### src/rtl/frame_sequencer.sv
// Feeds one display frame per refresh request to the serial byte writer:
// data cmd, address cmd, NUM_DIGITS framebuffer bytes, display control.
module frame_sequencer #(
  parameter int          NUM_DIGITS    = 16,
  parameter logic [7:0]  CMD_DATA      = 8'h40,
  parameter logic [7:0]  CMD_ADDR      = 8'hC0,
  parameter logic [7:0]  CMD_DISP_BASE = 8'h80
) (
  input  logic       clk,
  input  logic       rst_n,
  input  logic       start,
  input  logic [2:0] brightness,
  input  logic       display_on,
  input  logic       fb_wr_en,
  input  logic [3:0] fb_wr_addr,
  input  logic [7:0] fb_wr_data,
  input  logic       tx_busy,
  output logic       tx_valid,
  output logic [7:0] tx_value,
  output logic       frame_busy,
  output logic       frame_done
);

  localparam logic [4:0] LAST_IDX = 5'(NUM_DIGITS + 2);

  typedef enum logic [2:0] {IDLE, ISSUE, WAIT_HI, WAIT_LO, DONE} state_t;

  state_t     state_q, state_d;
  logic [4:0] idx_q, idx_d;
  logic [3:0] ctrl_q, ctrl_d;
  logic       pending_q, pending_d;
  logic       busy_q, busy_d;
  logic       tx_valid_q, tx_valid_d;
  logic [7:0] tx_value_q, tx_value_d;
  logic [7:0] fb_q [NUM_DIGITS];
  logic [7:0] fb_d [NUM_DIGITS];
  logic [7:0] byte_sel;

  // Out-of-range addresses simply match no entry.
  always_comb begin
    fb_d = fb_q;
    for (int i = 0; i < NUM_DIGITS; i++)
      if (fb_wr_en && fb_wr_addr == 4'(i)) fb_d[i] = fb_wr_data;
  end

  always_comb begin
    byte_sel = 8'h00;
    if (idx_q == 5'd0)
      byte_sel = CMD_DATA;
    else if (idx_q == 5'd1)
      byte_sel = CMD_ADDR;
    else if (idx_q == LAST_IDX)
      byte_sel = CMD_DISP_BASE | {4'h0, ctrl_q};
    else
      for (int i = 0; i < NUM_DIGITS; i++)
        if (idx_q == 5'(i + 2)) byte_sel = fb_q[i];
  end

  always_comb begin
    state_d    = state_q;
    idx_d      = idx_q;
    ctrl_d     = ctrl_q;
    pending_d  = pending_q;
    busy_d     = busy_q;
    tx_valid_d = 1'b0;
    tx_value_d = tx_value_q;
    if (start && busy_q) pending_d = 1'b1;
    case (state_q)
      IDLE: begin
        if (start || pending_q) begin
          ctrl_d    = {display_on, brightness};
          busy_d    = 1'b1;
          idx_d     = 5'd0;
          pending_d = 1'b0;
          state_d   = ISSUE;
        end
      end
      ISSUE: begin
        tx_value_d = byte_sel;
        tx_valid_d = 1'b1;
        state_d    = WAIT_HI;
      end
      WAIT_HI: if (tx_busy) state_d = WAIT_LO;
      WAIT_LO: begin
        if (!tx_busy) begin
          if (idx_q == LAST_IDX) begin
            state_d = DONE;
          end else begin
            idx_d   = idx_q + 5'd1;
            state_d = ISSUE;
          end
        end
      end
      DONE: begin
        // A start arriving this cycle is treated like a pending request.
        busy_d    = 1'b0;
        pending_d = 1'b0;
        state_d   = IDLE;
        if (pending_q || start) begin
          ctrl_d  = {display_on, brightness};
          busy_d  = 1'b1;
          idx_d   = 5'd0;
          state_d = ISSUE;
        end
      end
      default: state_d = IDLE;
    endcase
  end

  always_ff @(posedge clk or negedge rst_n) begin
    if (!rst_n) begin
      state_q    <= IDLE;
      idx_q      <= 5'd0;
      ctrl_q     <= 4'h0;
      pending_q  <= 1'b0;
      busy_q     <= 1'b0;
      tx_valid_q <= 1'b0;
      tx_value_q <= 8'h00;
      for (int i = 0; i < NUM_DIGITS; i++) fb_q[i] <= 8'h00;
    end else begin
      state_q    <= state_d;
      idx_q      <= idx_d;
      ctrl_q     <= ctrl_d;
      pending_q  <= pending_d;
      busy_q     <= busy_d;
      tx_valid_q <= tx_valid_d;
      tx_value_q <= tx_value_d;
      fb_q       <= fb_d;
    end
  end

  assign tx_valid   = tx_valid_q;
  assign tx_value   = tx_value_q;
  assign frame_busy = busy_q;
  assign frame_done = (state_q == DONE);

endmodule

### config.mk
export PLATFORM = sky130hd
export DESIGN_NAME = frame_sequencer
export DESIGN_NICKNAME = d
export VERILOG_FILES = /design/src/rtl/frame_sequencer.sv
export SDC_FILE = /design/constraint.sdc
export NUM_CORES = 1
export LEC_CHECK = 0
export CAP_MARGIN = 20
export CORE_AREA = 5 5 131 133
export DETAILED_ROUTE_END_ITERATION = 6
export DIE_AREA = 0 0 136 138
export PLACE_DENSITY = 0.67
export SKIP_LAST_GASP = 1
export SLEW_MARGIN = 20
export SYNTH_ARGS = -nofsm -noshare
export SYNTH_HDL_FRONTEND = slang
export SYNTH_SLANG_ARGS = --single-unit
### constraint.sdc
create_clock -name clk -period 3.3 [get_ports clk]
set_input_delay 0.66 -clock clk [delete_from_list [all_inputs] [get_ports clk]]
set_output_delay 0.66 -clock clk [all_outputs]
set_load 0.05 [all_outputs]
# After elaboration in Yosys (flattened, before gate mapping)
# Cells that the tools add are included.
[classes] mux=36 addsub=1 eq_ne=42 reduce_logical=28
[ops] operator="two-way mux 8 bit" count=19
[ops] operator="== test 5 x 4 -> 1 bit, second input constant" count=8
[ops] operator="== test 4 bit, second input constant" count=8
[ops] operator="== test 5 x 3 -> 1 bit, second input constant" count=4
[ops] operator="logical AND 1 bit" count=17
[ops] operator="== test 4 x 3 -> 1 bit, second input constant" count=4
[ops] operator="== test 5 bit, second input constant" count=3
[ops] operator="two-way mux 5 bit" count=3
[ops] operator="case mux 3 bit (5 select lines)" count=1
[ops] operator="two-way mux 3 bit" count=4
[ops] operator="== test 5 x 2 -> 1 bit, second input constant" count=2
[ops] operator="case mux 5 bit (2 select lines)" count=1
[ops] operator="== test 4 x 2 -> 1 bit, second input constant" count=2
[ops] operator="inequality test 2 bit, second input constant" count=4
[ops] operator="== test 3 x 2 -> 1 bit, second input constant" count=2
[ops] operator="two-way mux 1 bit" count=6
[ops] operator="adder 5 x 1 -> 5 bit, second input constant" count=1
[ops] operator="== test 5 x 1 -> 1 bit, second input constant" count=1
[ops] operator="zero test 5 bit" count=1
[ops] operator="== test 4 x 1 -> 1 bit, second input constant" count=1
[ops] operator="zero test 4 bit" count=1
[ops] operator="case mux 1 bit (2 select lines)" count=2
[ops] operator="AND reduction 2 bit" count=2
[ops] operator="AND reduction 4 bit" count=1
[ops] operator="other kinds (8)" count=9
[word_totals] output_inout_bits=11 regBits=151

# Longest topological paths before layout
[depth] word_depth=20 depth_mapped=11 ltp_nobuf=9

# Worst setup path after synthesis
# OpenSTA, ideal clock, no wires.
[synth_path] path_type="reg2reg" startpoint="reg idx_q[0]" endpoint="reg tx_value_q[7], in the netlist tx_value[7]" setup_ps=133 period_less_slack_ps=2310 stages_incl_launch_ff=12 required_time_ps=3167 arrival_time_ps=2177 path_buffers=3 slack_ps=990 path_cell_list="dfrtp_1 -> ha_1 -> buf_2 -> buf_1 -> and3_1 -> ha_1 -> clkbuf_1 -> a211o_1 -> o211ai_2 -> o311ai_1 -> a31oi_1 -> o21ai_1"
[synth_between] elab_chain_len=20
[synth_rtl] element="from (decl)" line="29" text="logic [4:0] idx_q, idx_d;"
[synth_rtl] element="from (signal assigned)" line="122" text="idx_q <= idx_d;"
[synth_rtl] element="== test 5 x 2 -> 1 bit" line="56" text="if (idx_q == 5'(i + 2)) byte_sel = fb_q[i];"
[synth_rtl] element="two-way mux 8 bit (16 in a row)" line="56"
[synth_rtl] element="two-way mux 8 bit" line="52" text="else if (idx_q == LAST_IDX)"
[synth_rtl] element="two-way mux 8 bit" line="50" text="else if (idx_q == 5'd1)"
[synth_rtl] element="two-way mux 8 bit *" line="48" text="if (idx_q == 5'd0)"
[synth_rtl] element="to (signal assigned)" line="127" text="tx_value_q <= tx_value_d;"
[synth_rtl] element="to (decl)" line="34" text="logic [7:0] tx_value_q, tx_value_d;"
# Mark *: on every way between the ends. The rest lies on a longest branch, timed or not.
# A chain may end at the register's enable or synchronous reset.

# Final worst setup path
[layout_path] startpoint="reg state_q[1]" endpoint="out frame_done"
[layout_between] elab_chain_len=1
[layout_rtl] element="from (decl)" line="28" text="state_t state_q, state_d;"
[layout_rtl] element="from (signal assigned)" line="121" text="state_q <= state_d;"
[layout_rtl] element="== test 3 bit" line="135" text="assign frame_done = (state_q == DONE);"
[layout_rtl] element="to (decl)" line="21" text="output logic frame_done"
# Every way passes these cells.

==> summary.txt <==
Status
  • Outcome: completed

Global routing
  • Most Crowded Layer GR: met2
  • Global-route track usage on met3: 5.95%
  • Largest net degree at the start of global routing: 91
  • Global route overflow: 0
  • Global-route wire length before repair: 34.5 mm
  • Vias in the first global route: 5949
  • GR Util met2: 35.1%
  • GR Util All Layers: 23.7%
  • Grt met1 use: 33.8%
  • Initial antenna violation count: 0

STA
  • RSZ-0062 raised after global routing: false
  • Final setup viols: 0
  • Setup_tns: 0 ps
  • Fin crit share: 81.9%
  • Skew final: 10.8 ps
  • Max Slew Vio Count: 0
  • Worst slew margin: 27.5%
  • Fin crit period: 2700 ps
  • Fin Hold WS: 324 ps
  • Worst-Margin Slew: 1080 ps
  • Endpoints failing hold: 0
  • F_max: 370 MHz

Floorplan
  • Die area: 18800 um2
  • Core ar.: 15700 um2
  • Die Ht: 138 um
  • Row Count: 46
  • Starting Density: 49.4%
  • Chip Width: 136 um
  • I/O Pins: 32

Power and ir drop
  • Peak VDD IR: 0.413 mV
  • Leakage: 3.70 nW
  • Final Power: 6.82 mW
  • Pwr dens: 770 nW/um2
  • Total net switching power: 2.33 mW
  • Combinational share of power: 30.8%
  • Sequential share of power: 39.1%
  • Clock Power Share: 30.1%
  • Switching part of the total: 34.1%
  • P_int: 4.49 mW

Worst setup path
  • Critical path class: reg -> out
  • Critical Path RT: 2640 ps
  • Cells along the critical path: nor2_1, and2_1, clkdlybuf4s50_1
  • Setup crit start kind: flop
  • WP buf/inv: 1
  • CP Capture Type: output pin
  • CP max stage delay: 800 ps
  • Worst R2R Path Depth: 8
  • Worst r2r src: idx_q[1]$_DFFE_PN0P_
  • WP data arrival: 2040 ps
  • Worst path slowest cell: clkdlybuf4s50_1
  • R2r setup slk: 660 ps
  • Worst Setup SP: state_q[1]$_DFFE_PN0P_
  • R2r endpoint: tx_value[0]$_DFFE_PN0P_
  • Delay-heaviest family, CP: buffers and inverters
  • CP Max Fanout: 4

Min path
  • Worst Hold Class: in -> async

CTS
  • Post-CTS resize count: 0
  • Number of buffers created by CTS: 17
  • Max H-tree Level: 4
  • Worst-path clk slew: 60 ps
  • Hold bufs inserted after CTS: 0
  • Clk_lat worst skew: 420 ps
  • CTS Sinks: 151
  • Post-CTS setup buffers: 0
  • Bufs on Longest Clock Path: 2
  • Root Buffer: clkbuf_16
  • CTS tree: done

Route
  • Final WL: 21.8 mm
  • Initial drt markers: 689
  • Post-DR vias/cell: 6.19
  • Drt pass-1 iters: 6
  • Vias: 5802
  • Post-DRT Antenna Nets: 0
  • Avg WL per Cell: 23.2 um
  • Residual DRC count: 0

Synth
  • #FFs+latches synth: 151
  • Register area share after synthesis: 48.7%
  • Syn nets: 713
  • Synthesis Warnings: 0
  • Asr flop ratio synth: 100%
  • Synth cell types: 71
  • Mapped cell area: 7760 um2
  • EDFF count, synth: 0
  • Syn_area_per_cell: 11.3 um2
  • Synth Flop Type: dfrtp_1
  • Post-Synthesis Cells: 687

Placed design
  • Placed instance area: 8240 um2
  • RePlAce Congestion: 0.983
  • DP HPWL: 14.9 mm
  • Port bufs: 31

Flow run
  • Max Cap Viol: 0

Cells and area
  • Filler cells: 1294
  • Layout cells sized above 1: 27.9%
  • Final instance area: 8860 um2
  • Nets: 735
  • Diodes inserted: 0
  • Most common cell after layout, fill and taps aside: dfrtp_1
  • Final Core Density: 56.4%
  • Most frequent cells in the layout: dfrtp_1, mux2_2, nand2_1
  • Area growth, synth to finish: 14.2%
-- state kept, by name (all words and copies together), names as in the netlist --
signal	count
ctrl_q	4
fb_q	128
frame_busy	1
idx_q	5
pending_q	1
state_q	3
tx_valid	1
tx_value	8
-- metrics by stage --
stage	instances	worst slack, ps
floorplan	687	990
global placement	906	620
detailed placement	906	591
CTS	937	580
global route	937	446
finish	937	596
-- synthesized netlist by cell type, types with 6 or more instances --
master / instances / share of area, %
a211oi_1: 6 / 0.58
a21oi_1: 39 / 2.5
a22oi_1: 6 / 0.58
a31oi_1: 13 / 1.0
and3_1: 8 / 0.65
buf_2: 16 / 1.0
buf_6: 6 / 0.87
clkbuf_1: 19 / 0.92
dfrtp_1: 151 / 49
inv_1: 20 / 0.97
mux2_2: 128 / 19
nand2_1: 40 / 1.9
nand2b_1: 13 / 1.0
nand3_1: 12 / 0.77
nor2_1: 34 / 1.6
nor2b_1: 7 / 0.56
o21ai_0: 34 / 2.2
o221ai_1: 6 / 0.68
o22ai_1: 6 / 0.48
or3_1: 8 / 0.65
-- worst max-delay path by stage --
| stage | endpoint | depth (start not counted) |
|---|---|---|
| global route | tx_value[0]$_DFFE_PN0P_ | 8 |
| finish | frame_done | 3 |
| global placement | fb_q[79]$_DFFE_PN0P_ | 4 |
| CTS | frame_done | 3 |
| floorplan | tx_value[7]$_DFFE_PN0P_ | 11 |
| detailed placement | fb_q[73]$_DFFE_PN0P_ | 4 |
-- logic make-up (layout without fill, tap and decap cells) --
family                     count (synthesis)  after routing  synth area share, %
AOI/OAI and AO/OA                        162            162                 14.6
and+or+nand+nor                          171            171                 12.9
adders and majority gates                  5              5                0.807
buffers and inverters                     68            102                 4.24
xor gates and xnor gates                   2              2                0.226
muxes                                    128            128                 18.6
DFF                                      151            151                 48.7
-- power by group through the flow --
| stage | clock network (mW) | logic (mW) | registers (mW) |
|---|---|---|---|
| 5_1_grt | 2.14 | 2.27 | 2.71 |
| 6_report | 2.05 | 2.10 | 2.67 |
| 4_1_cts | 2.06 | 2.08 | 2.66 |
| 2_1_floorplan | 0 | 1.39 | 2.68 |
| 3_5_place_dp | 0 | 2.07 | 2.68 |
| 3_3_place_gp | 0 | 2.03 | 2.66 |
-- per-layer routing --
metal  share of wire (%)  vias up
li1                    -     2564
met1                  45     2972
met2                  45      227
met3                 6.8       39
met4                 2.6        0
met5                   0        -
-- layout make-up --
| cell class | instances | area (um2) | share of cell area [%] |
|---|---|---|---|
| clock buffers | 23 | 468 | 5.28 |
| multi-input cells | 468 | 3650 | 41.2 |
| well taps | 216 | 270 | 3.05 |
| clock inverters | 8 | 146 | 1.65 |
| flip-flops and latches | 151 | 3780 | 42.7 |
| repair buffers | 50 | 467 | 5.27 |
| inverters | 21 | 80.1 | 0.904 |
Note: power is estimated with default switching activity, not from simulation.
